## src/rtl/shared_unit_sequencer.sv

```systemverilog
// Round-robin sequencer sharing one fixed-latency multicycle unit between two requesters.
// Holds the winning operand for LAT cycles, captures the result and returns it tagged with the requester id.
module shared_unit_sequencer #(
    parameter int DATA_W = 32,
    parameter int LAT    = 3
) (
    input  logic              clk,
    input  logic              rst,
    input  logic              req0_valid,
    input  logic [DATA_W-1:0] req0_data,
    output logic              req0_ready,
    input  logic              req1_valid,
    input  logic [DATA_W-1:0] req1_data,
    output logic              req1_ready,
    output logic              unit_start,
    output logic [DATA_W-1:0] unit_opnd,
    input  logic [DATA_W-1:0] unit_result,
    output logic              rsp_valid,
    output logic              rsp_id,
    output logic [DATA_W-1:0] rsp_data,
    input  logic              rsp_ready,
    output logic              busy
);

    localparam int CNT_W = (LAT < 1) ? 1 : $clog2(LAT + 1);

    typedef enum logic [1:0] {
        IDLE = 2'd0,
        RUN  = 2'd1,
        RESP = 2'd2
    } state_t;

    state_t           state_r;
    state_t           state_s;
    logic [CNT_W-1:0] cnt_r;
    logic             id_r;
    logic             last_grant_r;
    logic             grant_valid_s;
    logic             grant_id_s;
    logic             handshake_s;
    logic             last_run_s;

    // Round-robin pick: a lone requester wins, a contest goes to the one not served last
    always_comb begin
        grant_valid_s = 1'b0;
        grant_id_s    = 1'b0;
        if (req0_valid && req1_valid) begin
            grant_valid_s = 1'b1;
            grant_id_s    = ~last_grant_r;
        end else if (req0_valid) begin
            grant_valid_s = 1'b1;
            grant_id_s    = 1'b0;
        end else if (req1_valid) begin
            grant_valid_s = 1'b1;
            grant_id_s    = 1'b1;
        end else begin
            grant_valid_s = 1'b0;
            grant_id_s    = 1'b0;
        end
    end

    assign handshake_s = (state_r == IDLE) && grant_valid_s;
    assign req0_ready  = handshake_s && !grant_id_s;
    assign req1_ready  = handshake_s && grant_id_s;
    assign last_run_s  = (state_r == RUN) && (cnt_r == {CNT_W{1'b0}});

    // Next-state decode
    always_comb begin
        state_s = state_r;
        case (state_r)
            IDLE: begin
                if (handshake_s) begin
                    state_s = RUN;
                end else begin
                    state_s = IDLE;
                end
            end
            RUN: begin
                if (last_run_s) begin
                    state_s = RESP;
                end else begin
                    state_s = RUN;
                end
            end
            RESP: begin
                if (rsp_ready) begin
                    state_s = IDLE;
                end else begin
                    state_s = RESP;
                end
            end
            default: state_s = IDLE;
        endcase
    end

    // State register
    always_ff @(posedge clk) begin
        if (rst) begin
            state_r <= IDLE;
        end else begin
            state_r <= state_s;
        end
    end

    // Operand latch, latency counter and response capture; reset discards any in-flight result
    always_ff @(posedge clk) begin
        if (rst) begin
            unit_start   <= 1'b0;
            unit_opnd    <= {DATA_W{1'b0}};
            id_r         <= 1'b0;
            last_grant_r <= 1'b1;
            cnt_r        <= {CNT_W{1'b0}};
            rsp_valid    <= 1'b0;
            rsp_id       <= 1'b0;
            rsp_data     <= {DATA_W{1'b0}};
            busy         <= 1'b0;
        end else begin
            unit_start <= handshake_s;
            busy       <= (state_s != IDLE);
            if (handshake_s) begin
                unit_opnd    <= grant_id_s ? req1_data : req0_data;
                id_r         <= grant_id_s;
                last_grant_r <= grant_id_s;
                cnt_r        <= CNT_W'(LAT - 1);
            end else if ((state_r == RUN) && !last_run_s) begin
                cnt_r <= cnt_r - 1'b1;
            end else begin
                cnt_r <= cnt_r;
            end
            if (last_run_s) begin
                rsp_data  <= unit_result;
                rsp_id    <= id_r;
                rsp_valid <= 1'b1;
            end else if ((state_r == RESP) && rsp_ready) begin
                rsp_valid <= 1'b0;
            end else begin
                rsp_valid <= rsp_valid;
            end
        end
    end

endmodule

```

## config.mk

```make
export PLATFORM = sky130hd
export DESIGN_NAME = shared_unit_sequencer
export DESIGN_NICKNAME = d
export VERILOG_FILES = /design/src/rtl/shared_unit_sequencer.sv
export SDC_FILE = /design/constraint.sdc
export NUM_CORES = 1
export LEC_CHECK = 0
export CORE_UTILIZATION = 39
export CTS_BUF_LIST = sky130_fd_sc_hd__clkbuf_8
export CTS_CLUSTER_SIZE = 40
export DETAILED_ROUTE_END_ITERATION = 6
export PLACE_DENSITY = 0.78
export SKIP_LAST_GASP = 1
export SYNTH_ARGS = -nofsm -noshare
export SYNTH_HDL_FRONTEND = slang
export SYNTH_SLANG_ARGS = --single-unit
```

## constraint.sdc

```tcl
create_clock -name clk -period 1.7 [get_ports clk]
set_clock_uncertainty 0.05 [all_clocks]
set_input_delay 0.255 -clock clk [delete_from_list [all_inputs] [get_ports clk]]
set_output_delay 0.255 -clock clk [all_outputs]
set_load 0.005 [all_outputs]
```

==> flow_summary.ini <==
[power_and_ir_drop]
vdd_drop_max_v = 0.000491
clkPwrFrac_pct = 34.0
p_int_mw = 3.57
p_leak_nw = 1.87
cellPowerDensity_nw_per_um2 = 951
swShare_pct = 25.8
totalPowerFinal_mw = 4.81
combinationalPowerShare_pct = 24.7
p_sw_mw = 1.24
power_frac_seq_pct = 41.3

[sta]
whs_ps = 225
setup_viol = 0
max_freq_mhz = 610
rsz0062_at_grt = false
fin_crit_ps = 1640
worst_pin_slew_ps = 454
drv_slew = 0
setup_ws_ps = 59.9
final_hold_viol_count = 0
post-route-period-util_pct = 96.5
maxSlewHeadroom_pct = 69.7

[drt]
avgRoutedWirePerCell_um = 14.4
routed_wl_um = 9040
drcViolationCount = 0
dr.pass1.iters = 4
vias = 3206
ant_nets = 0
via_per_inst = 5.10
drt-initial-drc-count = 94

[synthesis]
post-synth-top-area-cell = dfxtp_1
yosys.area_share.adder_pct = 0.422
synthFlopType = dfxtp_1
synthSimpleGateAreaFrac_pct = 21.5
ys_seq_area_share_pct = 50.0
yosys-top-cells-area = dfxtp_1, nand2_1, a21oi_1
synth.distinct_cells = 34
syn_nets = 461
ys_ff_latch = 74
synth_compound_area_share_pct = 20.3
synth_cells = 359
synth_top_family_by_area = simple AND/OR/NAND/NOR gates
yosys.area_share.xor_xnor_pct = 0.295
synthArstFlopShare_pct = 0
synth_mux_area_share_pct = 0.380
synth-edff-count = 0
syn_area_per_cell_um2 = 8.26
yosys_warnings = 0
synth_top_area_share_pct = 50.0
syn_area_um2 = 2970

[layout]
fin_util_pct = 69.4
diodes = 0
drive_gt1_share_pct = 8.68
finish.net_count = 627
synthToLayoutAreaGrowth_pct = 70.7
fin_area_um2 = 5060
n_fill_cell = 617

[clock_network]
numCtsBuffers = 9
clk_path_buf_depth = 2
numClockSinks = 74
post_cts_buffers = 0
cts_hold_buf = 0
cts_tree = built
h-tree-depth = 3
clk_latency_ps = 340
clkTransAtPathRegs_ps = 90
root_buffer = clkbuf_8

[die]
dieArea_um2 = 7960
die_x_um = 89.2
core-area_um2 = 7290
ioPinCount = 171
die-height_um = 89.2
rows = 31
initial_utilization_pct = 40.7

[placed_design]
gp_congestion = 0.769
numPortBuffers = 170
place_ws_ps = -311
dp_hpwl_um = 6570
dpl-instance-area_um2 = 4810

[worst_setup_path]
crit_arrival_ps = 1340
critPathLaunchType = flop
required_ps = 1390
cp-end-kind = output pin
crit_fanout = 3
worstSetupPathType = flop to output pin

[grt]
grt_pass1_vias = 3102
grt.total_usage_pct = 23.1
gr-total-overflow = 0
grt_pass1_wl_um = 14100
grt_max_degree = 43
antenna_found_initial = 0

[run_status]
status = complete, no violations

[job]
cap_violations = 0

[min_path]
worst_hold_path_type = input pin to flop
## final cells by class
type	count	area (µm²)	share of cell area (%)
Timing Repair Buffer	190	1870	37.0
Sequential cell	74	1480	29.3
Multi-Input combinational cell	235	1280	25.4
Clock buffer	9	124	2.45
Tap cell	99	124	2.45
Clock inverter	7	118	2.32
Inverter	15	56.3	1.11
## synth_stat cells, types with 2 or more instances
cell type and count:
inv_1 15, a221o_1 12, nor3_1 12, dfxtp_1 74, nand2_1 68, nand3_1 20, clkbuf_1 25, o21ai_0 22
nor2_1 4, a31oi_1 20, a21oi_1 37, buf_6 2, nand4_1 20, buf_2 8
## kinds of logic (layout without fill, tap and decap cells)
logic type / Yosys count / count (layout)
flops: 74 / 74
compound gates: 97 / 97
mux: 1 / 1
xor+xnor: 1 / 1
simple gates: 135 / 135
fa+ha+maj: 1 / 1
buf+inv: 50 / 221
## cells in the final DEF, fill, tap and decap left out, types with 15 or more instances in the layout
master and n:
nand4_1 20, clkdlybuf4s50_1 165, a31oi_1 20, o21ai_0 22, inv_1 15, dfxtp_1 74, a21oi_1 37, nand3_1 20
buf_4 17, nand2_1 68
## repair_timing
item / 4_1_cts / 5_1_grt
pin swaps: 1 / 0
setup endpoints to repair: 2 / 14
resized for setup: 5 / 3
## state kept, by name, summed over array words and instances, names as in the netlist
name	cells
cnt_r	2
rsp_valid	1
unit_opnd	32
last_grant_r	1
rsp_id	1
unit_start	1
rsp_data	32
id_r	1
state_r	2
busy	1
## final timing paths
path | slack (ps) | depth (start not counted) | start | to
worst max-delay path | 60 | 3 | state_r[0] | req1_ready
worst min-delay path | 230 | 2 | rst | rsp_data[3]
worst max register to register | 140 | 4 | state_r[0] | unit_opnd[0]
worst min register to register | 400 | 2 | rsp_id | rsp_id
## stage by stage
stage                     TNS, ps  instances
after floorplan                 0        359
after global placement      -1850        613
after detailed placement    -2270        613
after CTS                       0        629
after global routing            0        629
final                           0        629
## power groups by stage
stage | sequential [mW] | clock [mW] | combinational [mW]
finish | 1.99 | 1.64 | 1.19
global route | 2.01 | 1.74 | 1.30
CTS | 1.99 | 1.66 | 1.20
detailed placement | 2.02 | 0 | 1.19
global placement | 2.02 | 0 | 1.17
floorplan | 2.03 | 0 | 0.472
## routing by layer
metal	up-vias	track usage, %	wire length (µm)
li1	1595	-	-
met1	1477	25.9	3580
met2	125	39.6	4390
met3	9	9.05	958
met4	0	8.66	119
met5	-	0	0
## worst max-delay path, cell delays in order (launching register included)
cell and delay, ps:
dfxtp_1 330, or2_4 270, nor2_2 140, dlygate4sd2_1 260
Note: power is estimated with default switching activity, not from simulation.
